**src/rtl/bank_wl_sequencer_if.sv**
```systemverilog
// Command port between the bank controller and the wordline sequencer.
// The controller drives the master side; the sequencer is the slave.
interface bank_wl_sequencer_if #(
    parameter int ADDR_W = 2,
    parameter int CNT_W  = ADDR_W + 1
);
    localparam int ROWS = 1 << ADDR_W;

    logic              cs;
    logic              cmd_valid;
    logic              cmd_ready;
    logic [1:0]        cmd_op;
    logic              read_bar;
    logic [ADDR_W-1:0] addr;
    logic [CNT_W-1:0]  mac_cnt;
    logic [ROWS-1:0]   data;
    logic [ROWS-1:0]   data_bar;

    modport master (
        output cs, cmd_valid, cmd_op, read_bar, addr, mac_cnt, data, data_bar,
        input  cmd_ready
    );

    modport slave (
        input  cs, cmd_valid, cmd_op, read_bar, addr, mac_cnt, data, data_bar,
        output cmd_ready
    );
endinterface

```
**src/rtl/bank_wl_sequencer.sv**
```systemverilog
// Clocked wordline sequencer for one CAM/MAC bank: write, MAC burst and CAM search pulses.
// Define WL_GAP_EN to insert one precharge cycle between consecutive MAC burst pulses.
module bank_wl_sequencer #(
    parameter int ADDR_W    = 2,
    parameter int PULSE_CYC = 2,
    parameter int CNT_W     = ADDR_W + 1
) (
    input  logic                       clk,
    input  logic                       rst_n,
    bank_wl_sequencer_if.slave         cmd,
    output logic [(1 << ADDR_W)-1:0]   WL,
    output logic [(1 << ADDR_W)-1:0]   WLB,
    output logic [ADDR_W-1:0]          row_idx,
    output logic                       busy,
    output logic                       done
);
    // state | meaning
    // IDLE  | waiting for an accepted command, cmd_ready high
    // PULSE | wordlines driven, pulse counter running
    // GAP   | precharge cycle between MAC burst rows (WL_GAP_EN only)
    // DONE  | wordlines low, one-cycle done pulse
    localparam int ROWS = 1 << ADDR_W;
    localparam logic [3:0] PC_LAST = 4'(PULSE_CYC - 1);

`ifdef WL_GAP_EN
    typedef enum logic [1:0] {IDLE = 2'd0, PULSE = 2'd1, DONE = 2'd2, GAP = 2'd3} state_t;
`else
    typedef enum logic [1:0] {IDLE = 2'd0, PULSE = 2'd1, DONE = 2'd2} state_t;
`endif

    state_t            state_q;
    logic [3:0]        pcnt_q;
    logic [ADDR_W-1:0] row_q;
    logic [CNT_W-1:0]  left_q;
    logic [1:0]        op_q;
    logic              rbar_q;
    logic [ROWS-1:0]   wl_q, wlb_q;
    logic [ADDR_W-1:0] row_idx_q;
    logic              busy_q, done_q;
    logic              accept;
    logic [ADDR_W-1:0] row_nxt;

    // Concatenated {WL, WLB} for one pulse of the given operation
    function automatic logic [2*ROWS-1:0] wl_pattern(input logic [1:0] op, input logic rb,
                                                     input logic [ADDR_W-1:0] row,
                                                     input logic [ROWS-1:0] d,
                                                     input logic [ROWS-1:0] db);
        logic [ROWS-1:0] oh;
        oh      = '0;
        oh[row] = 1'b1;
        case (op)
            2'b00:   return {oh, oh};
            2'b01:   return rb ? {{ROWS{1'b0}}, oh} : {oh, {ROWS{1'b0}}};
            2'b10:   return {d, db};
            default: return '0;
        endcase
    endfunction

    // Zero rows means one; anything beyond the bank clamps to the bank size
    function automatic logic [CNT_W-1:0] eff_cnt(input logic [CNT_W-1:0] c);
        if (c == '0)              return CNT_W'(1);
        else if (c > CNT_W'(ROWS)) return CNT_W'(ROWS);
        else                       return c;
    endfunction

    assign cmd.cmd_ready = (state_q == IDLE);
    assign accept        = cmd.cmd_valid & cmd.cmd_ready & cmd.cs;
    assign row_nxt       = row_q + 1'b1;

    always_ff @(posedge clk or negedge rst_n) begin
        if (!rst_n) begin
            state_q   <= IDLE;
            pcnt_q    <= '0;
            row_q     <= '0;
            left_q    <= '0;
            op_q      <= '0;
            rbar_q    <= 1'b0;
            wl_q      <= '0;
            wlb_q     <= '0;
            row_idx_q <= '0;
            busy_q    <= 1'b0;
            done_q    <= 1'b0;
        end else begin
            case (state_q)
                IDLE: begin
                    done_q <= 1'b0;
                    if (accept) begin
                        op_q   <= cmd.cmd_op;
                        rbar_q <= cmd.read_bar;
                        row_q  <= cmd.addr;
                        left_q <= eff_cnt(cmd.mac_cnt) - 1'b1;
                        pcnt_q <= '0;
                        busy_q <= 1'b1;
                        {wl_q, wlb_q} <= wl_pattern(cmd.cmd_op, cmd.read_bar, cmd.addr,
                                                    cmd.data, cmd.data_bar);
                        if (cmd.cmd_op == 2'b11) begin
                            state_q <= DONE;
                            done_q  <= 1'b1;
                        end else begin
                            state_q   <= PULSE;
                            row_idx_q <= (cmd.cmd_op == 2'b10) ? '0 : cmd.addr;
                        end
                    end
                end
                PULSE: begin
                    if (!cmd.cs) begin
                        state_q   <= IDLE;
                        wl_q      <= '0;
                        wlb_q     <= '0;
                        row_idx_q <= '0;
                        busy_q    <= 1'b0;
                    end else if (pcnt_q != PC_LAST) begin
                        pcnt_q <= pcnt_q + 1'b1;
                    end else if (op_q == 2'b01 && left_q != '0) begin
                        row_q     <= row_nxt;
                        row_idx_q <= row_nxt;
                        left_q    <= left_q - 1'b1;
                        pcnt_q    <= '0;
`ifdef WL_GAP_EN
                        state_q <= GAP;
                        wl_q    <= '0;
                        wlb_q   <= '0;
`else
                        {wl_q, wlb_q} <= wl_pattern(op_q, rbar_q, row_nxt, '0, '0);
`endif
                    end else begin
                        state_q   <= DONE;
                        wl_q      <= '0;
                        wlb_q     <= '0;
                        row_idx_q <= '0;
                        done_q    <= 1'b1;
                    end
                end
`ifdef WL_GAP_EN
                GAP: begin
                    if (!cmd.cs) begin
                        state_q   <= IDLE;
                        row_idx_q <= '0;
                        busy_q    <= 1'b0;
                    end else begin
                        state_q <= PULSE;
                        {wl_q, wlb_q} <= wl_pattern(op_q, rbar_q, row_q, '0, '0);
                    end
                end
`endif
                DONE: begin
                    state_q <= IDLE;
                    done_q  <= 1'b0;
                    busy_q  <= 1'b0;
                end
                default: begin
                    state_q <= IDLE;
                    wl_q    <= '0;
                    wlb_q   <= '0;
                    busy_q  <= 1'b0;
                    done_q  <= 1'b0;
                end
            endcase
        end
    end

    assign WL      = wl_q;
    assign WLB     = wlb_q;
    assign row_idx = row_idx_q;
    assign busy    = busy_q;
    assign done    = done_q;
endmodule

```
**src/flat_wrapper.sv**
```systemverilog
// flat-port wrapper written by rule: the top's interface ports become plain ports
module bank_wl_sequencer_flat 
#(
    parameter int ADDR_W    = 2,
    parameter int PULSE_CYC = 2,
    parameter int CNT_W     = ADDR_W + 1
)
  (clk, rst_n, WL, WLB, row_idx, busy, done, cmd_cs, cmd_cmd_valid, cmd_cmd_op, cmd_read_bar, cmd_addr, cmd_mac_cnt, cmd_data, cmd_data_bar, cmd_cmd_ready);
  bank_wl_sequencer_if #(.ADDR_W(ADDR_W), .CNT_W(CNT_W)) cmd_i ();
  input  logic clk;
  input  logic rst_n;
  output logic [(1 << ADDR_W)-1:0] WL;
  output logic [(1 << ADDR_W)-1:0] WLB;
  output logic [ADDR_W-1:0] row_idx;
  output logic busy;
  output logic done;
  input wire logic [$bits(cmd_i.cs)-1:0] cmd_cs;
  input wire logic [$bits(cmd_i.cmd_valid)-1:0] cmd_cmd_valid;
  input wire logic [$bits(cmd_i.cmd_op)-1:0] cmd_cmd_op;
  input wire logic [$bits(cmd_i.read_bar)-1:0] cmd_read_bar;
  input wire logic [$bits(cmd_i.addr)-1:0] cmd_addr;
  input wire logic [$bits(cmd_i.mac_cnt)-1:0] cmd_mac_cnt;
  input wire logic [$bits(cmd_i.data)-1:0] cmd_data;
  input wire logic [$bits(cmd_i.data_bar)-1:0] cmd_data_bar;
  output wire logic [$bits(cmd_i.cmd_ready)-1:0] cmd_cmd_ready;
  assign cmd_i.cs = cmd_cs;
  assign cmd_i.cmd_valid = cmd_cmd_valid;
  assign cmd_i.cmd_op = cmd_cmd_op;
  assign cmd_i.read_bar = cmd_read_bar;
  assign cmd_i.addr = cmd_addr;
  assign cmd_i.mac_cnt = cmd_mac_cnt;
  assign cmd_i.data = cmd_data;
  assign cmd_i.data_bar = cmd_data_bar;
  assign cmd_cmd_ready = cmd_i.cmd_ready;
  bank_wl_sequencer #(.ADDR_W(ADDR_W), .PULSE_CYC(PULSE_CYC), .CNT_W(CNT_W)) u_core (.clk(clk), .rst_n(rst_n), .cmd(cmd_i), .WL(WL), .WLB(WLB), .row_idx(row_idx), .busy(busy), .done(done));
endmodule
```
**config.mk**
```make
export PLATFORM = sky130hd
export DESIGN_NAME = bank_wl_sequencer_flat
export DESIGN_NICKNAME = d
export VERILOG_FILES = /design/src/rtl/bank_wl_sequencer_if.sv /design/src/rtl/bank_wl_sequencer.sv /design/src/flat_wrapper.sv
export SDC_FILE = /design/constraint.sdc
export NUM_CORES = 1
export LEC_CHECK = 0
export ABC_AREA = 1
export CORE_MARGIN = 4
export CORE_UTILIZATION = 56
export DETAILED_ROUTE_END_ITERATION = 16
export MAX_ROUTING_LAYER = met4
export PLACE_DENSITY = 0.81
export SETUP_SLACK_MARGIN = 0.3
export SLEW_MARGIN = 15
export SYNTH_ARGS = -nofsm -noshare
export SYNTH_HDL_FRONTEND = slang
export SYNTH_SLANG_ARGS = --single-unit
```
**constraint.sdc**
```tcl
create_clock -name clk -period 2.75 [get_ports clk]
set_input_delay 0.55 -clock clk [delete_from_list [all_inputs] [get_ports clk]]
set_output_delay 0.55 -clock clk [all_outputs]
set_load 0.05 [all_outputs]
```
==> results of run 1 <==
==> final cells by class <==
class | count | area, um^2
fill | 263 | 851
sequential | 26 | 651
inverter | 30 | 115
clock buffer | 3 | 22.5
timing repair buffer | 34 | 335
clock inverter | 1 | 30.0
multi-input combinational | 209 | 968
tap | 44 | 55.1
==> kinds of logic after synthesis <==
logic type | after synthesis | share of synthesized area [%]
compound gates | 23 | 7.32
fa+ha+maj | 7 | 4.97
xor+xnor | 3 | 1.49
simple gates | 176 | 41.2
buf+inv | 34 | 8.10
flops | 26 | 36.9
==> how the worst min path moves through the flow <==
stage	to	slack (ns)
global placement	u_core.WL[0]$_DFFE_PN0P_	0.46
global route	u_core.WLB[2]$_DFFE_PN0P_	0.53
CTS	u_core.WLB[2]$_DFFE_PN0P_	0.50
detailed placement	u_core.WLB[2]$_DFFE_PN0P_	0.46
finish	u_core.WLB[2]$_DFFE_PN0P_	0.50
floorplan	u_core.WLB[0]$_DFFE_PN0P_	0.25
==> through the flow <==
| stage | util (%) | std cells |
|---|---|---|
| 2_1_floorplan | - | 269 |
| 3_3_place_gp | 70.2 | 343 |
| 3_5_place_dp | 70.2 | 343 |
| 4_1_cts | 71.9 | 347 |
| 5_1_grt | 71.9 | 347 |
| 6_report | 71.9 | 347 |
==> sequential cells by signal (all words and copies together) (netlist names) <==
| register | cells |
|---|---|
| u_core.WL | 4 |
| u_core.WLB | 4 |
| u_core.busy | 1 |
| u_core.done | 1 |
| u_core.left_q | 3 |
| u_core.op_q | 2 |
| u_core.pcnt_q | 4 |
| u_core.rbar_q | 1 |
| u_core.row_idx | 2 |
| u_core.row_q | 2 |
| u_core.state_q | 2 |
==> layout by cell type, fill, tap and decap left out, types with 4 or more instances in the layout <==
master / netlist / final
ha_1: 7 / 7
nor2_1: 28 / 28
clkdlybuf4s50_1: 0 / 32
inv_1: 26 / 26
nand3_1: 13 / 13
dfrtp_1: 26 / 26
nand2_2: 4 / 4
nor3_1: 4 / 4
nand2_1: 119 / 119
o21ai_0: 18 / 18
==> power groups by stage <==
stage                     logic [W]  clock network, W  registers (W)
final                       0.00129          0.000262       0.000663
after global routing        0.00142          0.000282       0.000690
after CTS                   0.00130          0.000265       0.000664
after detailed placement    0.00129                 0       0.000671
after global placement      0.00127                 0       0.000663
after floorplan            0.000683                 0       0.000893
==> worst max-delay path, cell delays in order (launching register included) <==
cell             delay [ns]
dfrtp_1                0.46
nor2_2                 0.18
clkdlybuf4s50_1        0.82
==> metal layers <==
metal | part of all wire, % | up-vias | GRT usage, %
met2 | 46 | 49 | 34.3
met3 | 5.1 | 4 | 3.87
li1 | - | 892 | -
met4 | 0.97 | 0 | 4.75
met1 | 47 | 744 | 28.9
met5 | 0 | - | -
==> flow_metrics.tcl, run 1 <==
set metrics [dict create \
    outcome "complete, no violations" \
    ys_warn_count 0 \
    cts_max_level 1 \
    hold_depth 2 \
    yosys-top-cells-area "dfrtp_1 (37%), nand2_1 (25%), nor2_1 (6.0%)" \
    endpoint "cmd_cmd_ready" \
    cts_buffer_depth 2 \
    grt_max_degree 27 \
    cts_hold_buffers 0 \
    place_congestion 0.953 \
    ys.flop_type "dfrtp_1" \
    cts.sinks 26 \
    layout_setup_ws_ns 0.413 \
    cts_setup_buffers 0 \
    synth_area_um2 1760 \
    grt_use_total_pct 21.6 \
    placed_cell_area_um2 2120 \
    switchingPower_w 0.00111 \
    rows 20 \
    tightest_slew_ns 0.494 \
    fmax_ghz 0.428 \
    slew_violations 0 \
    whs_ns 0.495 \
    timing.rr.end "u_core.left_q[1]$_DFFE_PN0P_" \
    io_buffers 32 \
    numCtsBuffers 3 \
    antenna_found_initial 0 \
    switching_share_pct 50.2 \
    start_util_pct 58.2 \
    seq_area_frac_synth_pct 36.9 \
    clock-root-buffer "clkbuf_4" \
    postRouteWirelength_mm 4.01 \
    cts_tree "done" \
    synth_cell_types 27 \
    io_pins 33 \
    synth_top_cell_area_share_pct 36.9 \
    post_drt_wl_per_cell_um 11.6 \
    vdd_drop_max_v 0.000607 \
    clk_latency_ns 0.33 \
    p_total_w 0.00222 \
    drive_gt1_share_pct 7.59 \
    grt-ovfl-total 0 \
    hp-class "flop to flop" \
    first_pass_iters 4 \
    synth_most_common_cell "nand2_1" \
    post-route-period-util_pct 85.0 \
    comb_power_share_pct 58.3 \
    critPathKind "flop to output port" \
    power.internal_w 0.00111 \
    layout.nets 331 \
    cp-end-kind "output port" \
    finalSetupViolCount 0 \
    synth.net_count 296 \
    slew_headroom_pct 67.0 \
    synth_area_leader_cell "dfrtp_1" \
    pwr-share-seq_pct 29.9 \
    drtIter0Drc 76 \
    startpoint_type "flop" \
    place_ws_ns 0.617 \
    die_h_um 64.1 \
    synth-edff-count 0 \
    synth_commonest_cells "nand2_1 (119), nor2_1 (28), dfrtp_1 (26), inv_1 (26), o21ai_0 (18)" \
    r2r-start "u_core.state_q[1]$_DFFE_PN0P_" \
    crit_path_start "u_core.state_q[0]$_DFFE_PN0P_" \
    finalSetupTns_ns 0 \
    core_um2 3030 \
    power.share.clock_pct 11.8 \
    grt_pass1_wl_mm 6.88 \
    ant_nets 0 \
    hold_violations 0 \
    die-area_um2 4110 \
    rrSetupSlack_ns 0.99 \
    final_cell_area_um2 2180 \
    worstHoldStart "u_core.WLB[2]$_DFFE_PN0P_" \
    avgSynthCellArea_um2 6.55 \
    viasPerCell 4.87 \
    reg2reg_depth 7 \
    worst-path-max-fanout 4 \
    skew_ns 0.0112 \
    cts_resized 0 \
    drc 0 \
    die_w_um 64.1 \
    ys_ff_latch 26 \
    required_ns 2.20 \
    grt_pass1_vias 1545 \
    dp_hpwl_mm 3.15 \
    powerDensity_nw_per_um2 1020 \
    crit_arrival_ns 1.79 \
    num_vias 1689 \
    p_leak_nw 1.18 \
    synth-async-reset-ratio_pct 100 \
    min_period_ns 2.34 \
    rsz0062_at_grt "no" \
    syn_inst 269 \
    max-cap-violations 0 \
    diodes 0 \
    area_growth_pct 23.6 \
    clk_pin_slew_ns 0.15 \
]
Note: power is estimated with default switching activity, not from simulation.
==> run 2: changes to the inputs <==
--- a/config.mk
+++ b/config.mk
@@ -7,10 +7,10 @@
 export LEC_CHECK = 0
 export ABC_AREA = 1
 export CORE_MARGIN = 4
-export CORE_UTILIZATION = 56
+export CORE_UTILIZATION = 52
 export DETAILED_ROUTE_END_ITERATION = 16
 export MAX_ROUTING_LAYER = met4
-export PLACE_DENSITY = 0.81
+export PLACE_DENSITY = 0.76
 export SETUP_SLACK_MARGIN = 0.3
 export SLEW_MARGIN = 15
 export SYNTH_ARGS = -nofsm -noshare
==> constraint.sdc (replaced) <==
create_clock -name clk -period 2.2 [get_ports clk]
set_input_delay 0.44 -clock clk [delete_from_list [all_inputs] [get_ports clk]]
set_output_delay 0.44 -clock clk [all_outputs]
set_load 0.05 [all_outputs]
==> flow_metrics.tcl, run 2 (synthesis gave the netlist of run 1 again) <==
set metrics [dict create \
    startpoint_type "flop" \
    seqCellArea_um2 651 \
    cts_resized 12 \
    cts_hold_buffers 0 \
    drc 0 \
    required_ns 1.76 \
    fillers 299 \
    area_growth_pct 22.9 \
    viasPerCell 4.79 \
    io_buffers 32 \
    grt_pass1_wl_mm 6.96 \
    final_cell_area_um2 2170 \
    crit_buf_inv 2 \
    rsz0062_at_grt "no" \
    antenna_found_initial 0 \
    cts_buffer_depth 2 \
    post-route-period-util_pct 77.8 \
    dp_hpwl_mm 3.12 \
    drive_gt1_share_pct 8.55 \
    crit_path_start "u_core.state_q[0]$_DFFE_PN0P_" \
    die_w_um 66.2 \
    layout.cells.non_filler 348 \
    finalSetupTns_ns 0 \
    slew_violations 0 \
    grt_max_degree 27 \
    crit_family "flip-flops" \
    die_h_um 66.2 \
    place_ws_ns 0.227 \
    grt-ovfl-total 0 \
    critPathKind "flop to output port" \
    slowest_stage "dfrtp_1" \
    numCtsBuffers 3 \
    drtIter0Drc 85 \
    vdd_drop_max_v 0.000895 \
    r2r-start "u_core.state_q[1]$_DFFE_PN0P_" \
    multiInputGateArea_um2 971 \
    layout_setup_ws_ns 0.489 \
    layout.nets 332 \
    diodes 0 \
    post_drt_wl_per_cell_um 11.3 \
    slew_headroom_pct 67.2 \
    min_period_ns 1.71 \
    final_common_cell "nand2_1" \
    cts_max_level 1 \
    ant_nets 0 \
    finalSetupViolCount 0 \
    rows 20 \
    path_cells "nor2_2, buf_4, buf_12" \
    start_util_pct 55.9 \
    powerDensity_nw_per_um2 1220 \
    fmax_ghz 0.584 \
    grt_pass1_vias 1557 \
    outcome "complete, no violations" \
    p_leak_nw 1.23 \
    crit_arrival_ns 1.27 \
    cts_tree "done" \
    tightest_slew_ns 0.495 \
    hp-class "input pin to asynchronous set/reset pin" \
    postRouteWirelength_mm 3.92 \
    dp.cells 344 \
    slowest_delay_ns 0.46 \
    placed_cell_area_um2 2140 \
    p_total_w 0.00264 \
    skew_ns 0.00346 \
    place_congestion 0.896 \
    core_um2 3150 \
    io_pins 33 \
    rrSetupSlack_ns 0.63 \
    clock-root-buffer "clkbuf_4" \
    reg2reg_depth 8 \
    max-cap-violations 0 \
    cts_setup_buffers 0 \
    hold_violations 0 \
    cts.sinks 26 \
    worst-path-max-fanout 13 \
    grt_use_total_pct 20.8 \
    die-area_um2 4380 \
    final_cell_mix "nand2_1 (118), nor2_1 (28), inv_1 (26), dfrtp_1 (26), clkdlybuf4s50_1 (19)" \
    clk_latency_ns 0.33 \
    cp.depth 3 \
    num_vias 1667 \
    cp-end-kind "output port" \
    first_pass_iters 4 \
    clk_pin_slew_ns 0.14 \
]
==> run 2: path summary, 6_finish.rpt <==
| kind | endpoint |
|---|---|
| max in group asynchronous | u_core.WLB[2]$_DFFE_PN0P_ |
| worst max register to register | u_core.left_q[2]$_DFFE_PN0P_ |
| worst max-delay path | cmd_cmd_ready |
| worst min-delay path | u_core.left_q[1]$_DFFE_PN0P_ |
| min in group clk | u_core.busy$_DFFE_PN0P_ |
| worst min register to register | u_core.busy$_DFFE_PN0P_ |
==> run 2: worst reg2reg max path: stages, from the launching register on <==
cell	delay, ns
dfrtp_1	0.47
inv_2	0.09
nand2_2	0.20
o21ai_0	0.12
o21ai_0	0.08
nand2_1	0.09
ha_1	0.20
xnor2_1	0.14
o21ai_0	0.08
==> run 2: layer usage <==
layer  GRT usage, %  routed length [um]  up-vias
met2           32.0                1710       37
met4           5.08                  34        0
met3           3.74                 204        4
met5              -                   0        -
met1           28.4                1970      725
li1               -                   -      901
==> run 2: stage by stage <==
step                      hold WS, ns  util, %
after floorplan                 0.144        -
after global placement          0.462     67.9
after detailed placement        0.464     67.9
after CTS                       0.472     68.6
after global routing            0.483     68.7
final                           0.459     68.7
==> run 2: report_power, final <==
group / internal (W) / total [W] / switching [W]
sequential: 0.000671 / 0.000826 / 0.000155
combinational: 0.000489 / 0.00157 / 0.00108
clock: 0.000101 / 0.000245 / 0.000143
total: 0.00126 / 0.00264 / 0.00138
==> run 2: final cells by class <==
cell class                      count  share of cell area [%]
Clock buffer                        4                    1.68
Sequential cell                    26                    30.0
Timing Repair Buffer               35                    15.6
Multi-Input combinational cell    209                    44.8
Inverter                           30                    5.31
Tap cell                           44                    2.54
